**src/rtl/rr_arbiter_4.sv**
```systemverilog
// Four-way round-robin arbiter with grant hold and an optional hold-time limit.
// The one-hot grant vector is decoded from the registered grant index/enable.

module decoder_2_to_4 (
  input  logic       ena_i,
  input  logic [1:0] idx_i,
  output logic [3:0] dec_o
);

  always_comb begin
    dec_o = 4'b0000;
    if (ena_i) dec_o[idx_i] = 1'b1;
  end

endmodule

module rr_arbiter_4 #(
  parameter int MAX_HOLD = 0
) (
  input  logic       clk,
  input  logic       rst,
  input  logic [3:0] req,
  output logic       gnt_ena,
  output logic [1:0] gnt_idx,
  output logic [3:0] gnt,
  output logic       busy,
  output logic       timeout
);

  localparam int HW     = (MAX_HOLD > 0 && $clog2(MAX_HOLD + 1) > 1) ? $clog2(MAX_HOLD + 1) : 1;
  localparam int LIMIT  = (MAX_HOLD > 0) ? MAX_HOLD - 1 : 0;
  localparam bit LIMITED = (MAX_HOLD > 0);

  localparam logic [0:0] IDLE  = 1'b0;
  localparam logic [0:0] GRANT = 1'b1;

  logic [0:0]    state_q, state_d;
  logic [1:0]    ptr_q, ptr_d;
  logic [1:0]    idx_q, idx_d;
  logic [HW-1:0] hold_q, hold_d;
  logic          timeout_q, timeout_d;

  logic          win_found;
  logic [1:0]    win_idx;

  // Scan requesters starting at ptr; the first one set wins.
  always_comb begin
    win_found = 1'b0;
    win_idx   = ptr_q;
    for (int k = 0; k < 4; k++) begin
      if (!win_found && req[ptr_q + 2'(k)]) begin
        win_found = 1'b1;
        win_idx   = ptr_q + 2'(k);
      end
    end
  end

  // NOTE: every variable gets a default at the top of always_comb so no path leaves it unassigned, which would infer a latch.
  always_comb begin
    state_d   = state_q;
    ptr_d     = ptr_q;
    idx_d     = idx_q;
    hold_d    = hold_q;
    timeout_d = 1'b0;
    case (state_q)
      IDLE: begin
        if (win_found) begin
          state_d = GRANT;
          idx_d   = win_idx;
          hold_d  = '0;
        end
      end
      default: begin
        if (!req[idx_q]) begin
          state_d = IDLE;
          ptr_d   = idx_q + 2'd1;
        end else if (LIMITED && hold_q == HW'(LIMIT)) begin
          state_d   = IDLE;
          ptr_d     = idx_q + 2'd1;
          timeout_d = 1'b1;
        end else if (LIMITED) begin
          hold_d = hold_q + HW'(1);
        end
      end
    endcase
  end

  // NOTE: sequential state uses non-blocking assignments so every register samples the pre-edge values.
  always_ff @(posedge clk or posedge rst) begin
    if (rst) begin
      state_q   <= IDLE;
      ptr_q     <= 2'd0;
      idx_q     <= 2'd0;
      hold_q    <= '0;
      timeout_q <= 1'b0;
    end else begin
      state_q   <= state_d;
      ptr_q     <= ptr_d;
      idx_q     <= idx_d;
      hold_q    <= hold_d;
      timeout_q <= timeout_d;
    end
  end

  // Grant enable and busy both mean "in GRANT"; the state bit is their register.
  assign gnt_ena = (state_q == GRANT);
  assign busy    = (state_q == GRANT);
  assign gnt_idx = idx_q;
  assign timeout = timeout_q;

  decoder_2_to_4 u_dec (
    .ena_i (gnt_ena),
    .idx_i (idx_q),
    .dec_o (gnt)
  );

endmodule

```
**config.mk**
```make
export PLATFORM = sky130hd
export DESIGN_NAME = rr_arbiter_4
export DESIGN_NICKNAME = d
export VERILOG_FILES = /design/src/rtl/rr_arbiter_4.sv
export SDC_FILE = /design/constraint.sdc
export NUM_CORES = 1
export LEC_CHECK = 0
export BUFFER_PORTS_ARGS = -buffer_cell sky130_fd_sc_hd__buf_2
export CAP_MARGIN = 10
export CORE_AREA = 2 2 39 41
export CTS_CLUSTER_SIZE = 40
export DETAILED_ROUTE_END_ITERATION = 10
export DIE_AREA = 0 0 41 43
export RECOVER_POWER = 25
export SLEW_MARGIN = 20
export SYNTH_ARGS = -nofsm -noshare
export SYNTH_HDL_FRONTEND = slang
export SYNTH_SLANG_ARGS = --single-unit
export TNS_END_PERCENT = 30
```
**constraint.sdc**
```tcl
create_clock -name clk -period 1.9 [get_ports clk]
set_clock_uncertainty 0.15 [all_clocks]
set_input_delay 0 -clock clk [delete_from_list [all_inputs] [get_ports clk]]
set_output_delay 0 -clock clk [all_outputs]
set_load 0.02 [all_outputs]
```
==> flow_summary.html, run 1 <==
<table>
<tr><th>Metric</th><th>Value</th></tr>
<tr><th colspan="2">Synthesis</th></tr>
<tr><td>Synth top area share</td><td>0.293</td></tr>
<tr><td>Most used standard cell by instance count after synthesis</td><td>nand2_1</td></tr>
<tr><td>Mapped Cells</td><td>51</td></tr>
<tr><td>Fraction of registers with async set or reset after synthesis</td><td>1.00</td></tr>
<tr><td>Combined area of all synthesized cells</td><td>427 sq um</td></tr>
<tr><td>Leading post-synthesis cells by instance count</td><td>nand2_1 (6), a21oi_1 (5), dfrtp_1 (5), inv_1 (5)</td></tr>
<tr><td>Register bit total from synthesis</td><td>5</td></tr>
<tr><td>Syn_nets</td><td>61</td></tr>
<tr><td>Average footprint of a synthesized cell</td><td>8.37 sq um</td></tr>
<tr><td>Most area-consuming cells after synthesis</td><td>dfrtp_1 (29%), ha_1 (12%), mux2i_1 (7.0%)</td></tr>
<tr><td>Yosys warning count</td><td>0</td></tr>
<tr><td>Count of different cell masters after synthesis</td><td>20</td></tr>
<tr><td>Portion of the post-synthesis area used by sequential elements</td><td>0.293</td></tr>
<tr><td>Number of synthesized flops with an enable pin</td><td>0</td></tr>
<tr><td>Synth area leader</td><td>dfrtp_1</td></tr>
<tr><td>Commonest register cell after synthesis</td><td>dfrtp_1</td></tr>
<tr><th colspan="2">Placed design</th></tr>
<tr><td>Post-Place Cells</td><td>78</td></tr>
<tr><td>Placed inst area</td><td>499 sq um</td></tr>
<tr><td>Final weighted congestion in routability-driven placement</td><td>0.717</td></tr>
<tr><td>HPWL after DPL</td><td>686 microns</td></tr>
<tr><td>Count of input and output buffers</td><td>13</td></tr>
<tr><th colspan="2">Worst hold path</th></tr>
<tr><td>Worst Hold Path Cells</td><td>4</td></tr>
<tr><td>End of the worst hold path</td><td>gnt_idx[1]$_DFFE_PP0P_</td></tr>
<tr><td>Hold WC Path Type</td><td>primary input to flop</td></tr>
<tr><td>Worst hold path startpoint</td><td>req[2]</td></tr>
<tr><th colspan="2">CTS</th></tr>
<tr><td>Number of sinks on the clock net</td><td>5</td></tr>
<tr><td>Cts bufs inserted</td><td>3</td></tr>
<tr><td>Clock Tree Root</td><td>clkbuf_4</td></tr>
<tr><td>Resized cells post-CTS</td><td>0</td></tr>
<tr><td>Post-CTS Setup Bufs</td><td>0</td></tr>
<tr><td>Clock latency of the later-clocked register in the worst-skew pair</td><td>0.24 ns</td></tr>
<tr><td>Clock-pin slew on the worst setup and hold paths</td><td>0.05 ns</td></tr>
<tr><td>TritonCTS clock tree</td><td>yes</td></tr>
<tr><td>CTS hold repair buffers</td><td>3</td></tr>
<tr><td>Number of H-tree levels</td><td>1</td></tr>
<tr><td>Maximum clock path buffer count</td><td>2</td></tr>
<tr><th colspan="2">Detailed routing</th></tr>
<tr><td>Number of vias per cell</td><td>4.68</td></tr>
<tr><td>DRC marker count from the first detailed-route iteration</td><td>4</td></tr>
<tr><td>Pre-Repair DR Iteration Count</td><td>4</td></tr>
<tr><td>Total Wirelength</td><td>893 microns</td></tr>
<tr><td>Number of nets still failing antenna checks after routing</td><td>0</td></tr>
<tr><td>Wirelength per Cell</td><td>10.5 microns</td></tr>
<tr><td>DR vias</td><td>398</td></tr>
<tr><td># DRC</td><td>0</td></tr>
<tr><th colspan="2">Floorplanning</th></tr>
<tr><td>Std-Cell Core Area</td><td>0.00138 sq mm</td></tr>
<tr><td>Starting Density</td><td>0.308</td></tr>
<tr><td>Die width</td><td>41 microns</td></tr>
<tr><td>Die boundary height</td><td>43 microns</td></tr>
<tr><td>Row count</td><td>14</td></tr>
<tr><td>Top-level port count</td><td>15</td></tr>
<tr><td>DIE AREA</td><td>0.00176 sq mm</td></tr>
<tr><th colspan="2">Layout</th></tr>
<tr><td>Synth-to-layout area growth</td><td>30.2%</td></tr>
<tr><td>Final-stage net count</td><td>80</td></tr>
<tr><td>Number of inserted filler cells in the final layout</td><td>148</td></tr>
<tr><td>Final core utilization</td><td>0.401</td></tr>
<tr><td>Fraction of layout cells with a size suffix above 1</td><td>0.275</td></tr>
<tr><td>Cell area after layout</td><td>556 sq um</td></tr>
<tr><td>Final Instance Count excl. Fillers</td><td>85</td></tr>
<tr><td>Antenna cell count</td><td>0</td></tr>
<tr><th colspan="2">Global route</th></tr>
<tr><td>Remaining Overflow, GRT</td><td>0</td></tr>
<tr><td>Maximum number of pins on one net before global-route repair</td><td>13</td></tr>
<tr><td>Wire length of the first global-routing pass</td><td>1440 microns</td></tr>
<tr><td>Overall Global Routing Usage</td><td>0.131</td></tr>
<tr><td>Number of antenna violations at the first check in global routing</td><td>0</td></tr>
<tr><td>Via count of the first global-routing pass</td><td>334</td></tr>
<tr><th colspan="2">STA</th></tr>
<tr><td>Fin. Hold Viols</td><td>0</td></tr>
<tr><td>Max-slew violation count</td><td>0</td></tr>
<tr><td>Final period utilization</td><td>0.893</td></tr>
<tr><td>Fin Setup TNS</td><td>0 ns</td></tr>
<tr><td>Final critical-path required period</td><td>1.70 ns</td></tr>
<tr><td>Setup-violating endpoint count in the final report</td><td>0</td></tr>
<tr><td>Unrepaired setup endpoints after global routing</td><td>false</td></tr>
<tr><td>Highest clock frequency the design can meet</td><td>590 MHz</td></tr>
<tr><th colspan="2">Power</th></tr>
<tr><td>Maximum vdd ir drop</td><td>0.654 mV</td></tr>
<tr><td>Leak pwr</td><td>0.299 nW</td></tr>
<tr><td>Power density over the cells</td><td>1620 mW/mm^2</td></tr>
<tr><th colspan="2">Setup path</th></tr>
<tr><td>Critical path class</td><td>primary input to flop</td></tr>
<tr><td>Biggest fanout along the worst timing path</td><td>4</td></tr>
<tr><td>Startpoint kind of the worst setup timing path</td><td>primary input</td></tr>
<tr><td>Reg-to-reg setup timing slack</td><td>0.26 ns</td></tr>
<tr><td>Critical path capture point type</td><td>flop</td></tr>
<tr><td>Crit Reg-Reg Endpoint</td><td>busy$_DFF_PP0_</td></tr>
<tr><td>Data required time at the worst endpoint</td><td>1.88 ns</td></tr>
<tr><td>Length in cells of the worst reg-to-reg path</td><td>4</td></tr>
<tr><td>Worst path arrival time</td><td>1.68 ns</td></tr>
<tr><td>Startpoint of the worst-slack reg-to-reg timing path</td><td>busy$_DFF_PP0_</td></tr>
<tr><th colspan="2">Outcome</th></tr>
<tr><td>Result of the run</td><td>finished clean</td></tr>
<tr><th colspan="2">Flow run</th></tr>
<tr><td>Max Cap Violations</td><td>0</td></tr>
</table>
-- registers in the layout, summed over array words and instances (netlist names) --
signal	flops
busy	1
gnt_idx	2
ptr_q	2
-- kinds of logic (layout without fill, tap and decap cells) --
kind of cell / after synthesis / after routing / synth area share
AO/OA/AOI/OAI: 11 / 11 / 0.170
adder cells (fa/ha/maj): 4 / 4 / 0.117
buffers and inverters: 8 / 26 / 0.0909
flip-flops: 5 / 5 / 0.293
multiplexers: 4 / 4 / 0.106
other: 1 / 1 / 0.00879
AND/OR/NAND/NOR: 18 / 18 / 0.214
-- power breakdown --
part           total [mW]  switching [mW]  internal, mW
sequential          0.244          0.0823         0.162
combinational       0.528           0.291         0.237
clock               0.128          0.0480        0.0797
total               0.900           0.422         0.479
-- layout by cell type (no fill, tap or decap) --
cell | Yosys | routed
clkbuf_4 | 0 | 3
a21o_1 | 2 | 2
dfrtp_1 | 5 | 5
nand2_1 | 6 | 6
ha_1 | 4 | 4
nor3b_1 | 1 | 1
nor4_1 | 1 | 1
buf_2 | 1 | 13
and2_1 | 4 | 4
o22ai_1 | 1 | 1
clkbuf_1 | 0 | 1
a21oi_1 | 5 | 5
nand2b_1 | 2 | 2
mux2_4 | 1 | 1
buf_4 | 2 | 1
mux2i_1 | 3 | 3
inv_1 | 5 | 5
dlygate4sd3_1 | 0 | 3
o21ai_1 | 2 | 2
conb_1 | 1 | 1
nor2_1 | 2 | 2
nand3_1 | 2 | 2
o41ai_2 | 1 | 1
-- routing by layer --
metal | vias up | track usage | part of all wire
met5 | - | 0 | 0
met4 | 0 | 0.100 | 0.0090
met3 | 2 | 0.0628 | 0.053
met2 | 13 | 0.172 | 0.46
met1 | 178 | 0.156 | 0.47
li1 | 205 | - | -
-- critical path, cell delays in order --
cell and delay (ns):
dlygate4sd3_1 0.53, buf_2 0.15, o41ai_2 0.33, dlygate4sd3_1 0.62, nand2_1 0.06
-- layout make-up --
type	count	area [sq um]	area share
multi-input combinational	38	263	0.473
timing repair buffer	17	103	0.185
tap	16	20.0	0.0360
sequential	5	125	0.225
clock buffer	4	26.3	0.0473
inverter	5	18.8	0.0338
-- through the flow --
step / power, mW / hold WS, ns / setup WS (ns)
global route: 1.00 / 0.0301 / 0.148
CTS: 0.917 / 0.00328 / 0.198
global placement: 0.754 / -0.242 / 0.323
finish: 0.900 / 0.0146 / 0.204
floorplan: 0.624 / -0.371 / 0.293
detailed placement: 0.764 / -0.237 / 0.303
-- worst max path at each step --
stage / startpoint / endpoint
after floorplan: gnt_idx[1]$_DFFE_PP0P_ / ptr_q[1]$_DFFE_PP0P_
after global placement: gnt_idx[1]$_DFFE_PP0P_ / ptr_q[1]$_DFFE_PP0P_
after detailed placement: gnt_idx[1]$_DFFE_PP0P_ / ptr_q[1]$_DFFE_PP0P_
after CTS: req[3] / busy$_DFF_PP0_
after global routing: req[3] / busy$_DFF_PP0_
final: req[3] / busy$_DFF_PP0_
Note: power is estimated with default switching activity, not from simulation.
==> run 2, diff against run 1 <==
--- a/config.mk
+++ b/config.mk
@@ -11,6 +11,7 @@
 export CTS_CLUSTER_SIZE = 40
 export DETAILED_ROUTE_END_ITERATION = 10
 export DIE_AREA = 0 0 41 43
+export HOLD_SLACK_MARGIN = 0.1
 export RECOVER_POWER = 25
 export SLEW_MARGIN = 20
 export SYNTH_ARGS = -nofsm -noshare
==> flow_summary.html, run 2 (synthesis gave the netlist of run 1 again) <==
<table>
<tr><th>Metric</th><th>Value</th></tr>
<tr><th colspan="2">STA</th></tr>
<tr><td>Fin. Hold Viols</td><td>0 (unchanged)</td></tr>
<tr><td>Unrepaired setup endpoints after global routing</td><td>false (unchanged)</td></tr>
<tr><td>Final period utilization</td><td>0.939 (was 0.893)</td></tr>
<tr><td>Setup-violating endpoint count in the final report</td><td>0 (unchanged)</td></tr>
<tr><td>Worst hold-check slack</td><td>0.469 ns (was 0.0146 ns)</td></tr>
<tr><td>Highest clock frequency the design can meet</td><td>561 MHz (was 590 MHz)</td></tr>
<tr><td>Max-slew violation count</td><td>0 (unchanged)</td></tr>
<tr><td>Fin Setup TNS</td><td>0 ns (unchanged)</td></tr>
<tr><td>Final critical-path required period</td><td>1.78 ns (was 1.70 ns)</td></tr>
<tr><th colspan="2">Worst hold path</th></tr>
<tr><td>Hold WC Path Type</td><td>flop to flop (was primary input to flop)</td></tr>
<tr><th colspan="2">Setup path</th></tr>
<tr><td>Data required time at the worst endpoint</td><td>1.92 ns (was 1.88 ns)</td></tr>
<tr><td>Crit-path most repeated cell</td><td>dlygate4sd3_1 (unchanged)</td></tr>
<tr><td>Critical path class</td><td>primary input to flop (unchanged)</td></tr>
<tr><td>Reg-to-reg setup timing slack</td><td>0.16 ns (was 0.26 ns)</td></tr>
<tr><td>Critical Path, Cell by Cell</td><td>dlygate4sd3_1 &gt; buf_2 &gt; o41ai_2 &gt; dlygate4sd3_1 &gt; nand2_1 &gt; o21ai_1 (was dlygate4sd3_1 &gt; buf_2 &gt; o41ai_2 &gt; dlygate4sd3_1 &gt; nand2_1)</td></tr>
<tr><td>Startpoint kind of the worst setup timing path</td><td>primary input (unchanged)</td></tr>
<tr><td>Worst path arrival time</td><td>1.80 ns (was 1.68 ns)</td></tr>
<tr><td>Biggest fanout along the worst timing path</td><td>6 (was 4)</td></tr>
<tr><td>Max incr delay on CP</td><td>0.66 ns (was 0.62 ns)</td></tr>
<tr><td>Critical path capture point type</td><td>flop (unchanged)</td></tr>
<tr><td>Master of the slowest instance on the critical path</td><td>dlygate4sd3_1 (unchanged)</td></tr>
<tr><th colspan="2">Flow run</th></tr>
<tr><td>Max Cap Violations</td><td>0 (unchanged)</td></tr>
<tr><th colspan="2">CTS</th></tr>
<tr><td>Maximum clock path buffer count</td><td>2 (unchanged)</td></tr>
<tr><td>TritonCTS clock tree</td><td>yes (unchanged)</td></tr>
<tr><td>Clock-pin slew on the worst setup and hold paths</td><td>0.05 ns (about the same)</td></tr>
<tr><td>Number of H-tree levels</td><td>1 (unchanged)</td></tr>
<tr><td>Clock latency of the later-clocked register in the worst-skew pair</td><td>0.24 ns (about the same)</td></tr>
<tr><td>Post-CTS Setup Bufs</td><td>0 (unchanged)</td></tr>
<tr><td>Cts bufs inserted</td><td>3 (unchanged)</td></tr>
<tr><td>Clock Tree Root</td><td>clkbuf_4 (unchanged)</td></tr>
<tr><td>Number of sinks on the clock net</td><td>5 (unchanged)</td></tr>
<tr><th colspan="2">Detailed routing</th></tr>
<tr><td>DRC marker count from the first detailed-route iteration</td><td>5 (was 4)</td></tr>
<tr><td>Number of vias per cell</td><td>4.70 (was 4.68)</td></tr>
<tr><td># DRC</td><td>0 (unchanged)</td></tr>
<tr><td>Number of nets still failing antenna checks after routing</td><td>0 (unchanged)</td></tr>
<tr><td>Pre-Repair DR Iteration Count</td><td>4 (unchanged)</td></tr>
<tr><td>Total Wirelength</td><td>985 microns (was 893 microns)</td></tr>
<tr><td>DR vias</td><td>423 (was 398)</td></tr>
<tr><td>Wirelength per Cell</td><td>10.9 microns (was 10.5 microns)</td></tr>
<tr><th colspan="2">Floorplanning</th></tr>
<tr><td>Std-Cell Core Area</td><td>0.00138 sq mm (unchanged)</td></tr>
<tr><td>DIE AREA</td><td>0.00176 sq mm (unchanged)</td></tr>
<tr><td>Row count</td><td>14 (unchanged)</td></tr>
<tr><td>Die boundary height</td><td>43 microns (unchanged)</td></tr>
<tr><td>Top-level port count</td><td>15 (unchanged)</td></tr>
<tr><td>Die width</td><td>41 microns (unchanged)</td></tr>
<tr><td>Starting Density</td><td>0.308 (unchanged)</td></tr>
<tr><th colspan="2">Global route</th></tr>
<tr><td>Number of antenna violations at the first check in global routing</td><td>0 (unchanged)</td></tr>
<tr><td>Layer with the highest usage after global routing</td><td>met2 (unchanged)</td></tr>
<tr><td>Via count of the first global-routing pass</td><td>380 (was 334)</td></tr>
<tr><td>Wire length of the first global-routing pass</td><td>1650 microns (was 1440 microns)</td></tr>
<tr><td>Maximum number of pins on one net before global-route repair</td><td>13 (unchanged)</td></tr>
<tr><td>Met3 Usage GRT</td><td>0.0628 (unchanged)</td></tr>
<tr><td>Remaining Overflow, GRT</td><td>0 (unchanged)</td></tr>
<tr><td>Overall Global Routing Usage</td><td>0.150 (was 0.131)</td></tr>
<tr><td>GR Layer Usage met2</td><td>0.219 (was 0.172)</td></tr>
<tr><td>GR Layer Usage met1</td><td>0.169 (was 0.156)</td></tr>
<tr><th colspan="2">Layout</th></tr>
<tr><td>Final-stage net count</td><td>85 (was 80)</td></tr>
<tr><td>Synth-to-layout area growth</td><td>41.6% (was 30.2%)</td></tr>
<tr><td>Commonest non-fill, non-tap cells in the layout</td><td>buf_2 (12), dlygate4sd3_1 (8), nand2_1 (6) (was buf_2 (13), nand2_1 (6), inv_1 (5), a21oi_1 (5), dfrtp_1 (5))</td></tr>
<tr><td>Fraction of layout cells with a size suffix above 1</td><td>0.243 (was 0.275)</td></tr>
<tr><td>Most common cell after layout, fill and taps aside</td><td>buf_2 (unchanged)</td></tr>
<tr><td>Antenna cell count</td><td>0 (unchanged)</td></tr>
<tr><th colspan="2">Power</th></tr>
<tr><td>Overall power consumption</td><td>0.913 mW (was 0.900 mW)</td></tr>
<tr><td>Maximum vdd ir drop</td><td>0.684 mV (was 0.654 mV)</td></tr>
<tr><td>Power density over the cells</td><td>1510 mW/mm^2 (was 1620 mW/mm^2)</td></tr>
<tr><td>Leak pwr</td><td>0.317 nW (was 0.299 nW)</td></tr>
<tr><th colspan="2">Outcome</th></tr>
<tr><td>Result of the run</td><td>finished clean (unchanged)</td></tr>
<tr><th colspan="2">Placed design</th></tr>
<tr><td>Count of input and output buffers</td><td>13 (unchanged)</td></tr>
<tr><td>Final weighted congestion in routability-driven placement</td><td>0.717 (unchanged)</td></tr>
<tr><td>HPWL after DPL</td><td>686 microns (unchanged)</td></tr>
</table>
run 2: per-layer routing:
layer  wire length, microns  part of all wire
met2                    492              0.50
met3                     53             0.054
met4                      8            0.0081
met5                      0                 0
met1                    430              0.44
run 2: power breakdown:
group	total (mW)	switching, mW	internal (mW)
Sequential	0.246	0.0839	0.162
Clock	0.127	0.0478	0.0797
Combinational	0.540	0.295	0.245
Total	0.913	0.427	0.486
run 2: through the flow:
step / util / instance area (sq um) / std cells / worst slack (ns)
floorplan: - / 427 / 51 / 0.293
global placement: 0.361 / 499 / 78 / 0.323
detailed placement: 0.361 / 499 / 78 / 0.303
CTS: 0.438 / 606 / 90 / 0.121
global route: 0.437 / 604 / 90 / 0.0127
finish: 0.437 / 604 / 90 / 0.116
run 2: timing repair:
| action | 4_1_cts | 5_1_grt |
|---|---|---|
| hold buffers | 8 | 0 |
| gates resized for setup | 0 | 0 |
| endpoints found under the hold margin | 9 | 0 |
run 2: final timing paths:
| path | end | start | cells past startpoint |
|---|---|---|---|
| setup / recovery | gnt_idx[1]$_DFFE_PP0P_ | req[0] | 6 |
| hold / removal | ptr_q[0]$_DFFE_PP0P_ | ptr_q[0]$_DFFE_PP0P_ | 2 |
| setup reg to reg | gnt_idx[0]$_DFFE_PP0P_ | busy$_DFF_PP0_ | 4 |
| hold reg to reg | ptr_q[0]$_DFFE_PP0P_ | ptr_q[0]$_DFFE_PP0P_ | 2 |
| max in group asynchronous | gnt_idx[1]$_DFFE_PP0P_ | rst | 4 |
| min in group asynchronous | busy$_DFF_PP0_ | rst | 4 |
run 2: area by class of cell:
class,count,area [sq um]
timing repair buffer,22,151
multi-input combinational,38,263
inverter,5,18.8
clock buffer,4,26.3
tap,16,20.0
sequential,5,125
fill,147,779
run 2: worst max-delay path, delay by kind of cell:
kind / cells / cell delay (ns)
and+or+nand+nor: 1 / 0.07
AOI/OAI and AO/OA: 2 / 0.39
buffers and inverters: 3 / 1.35
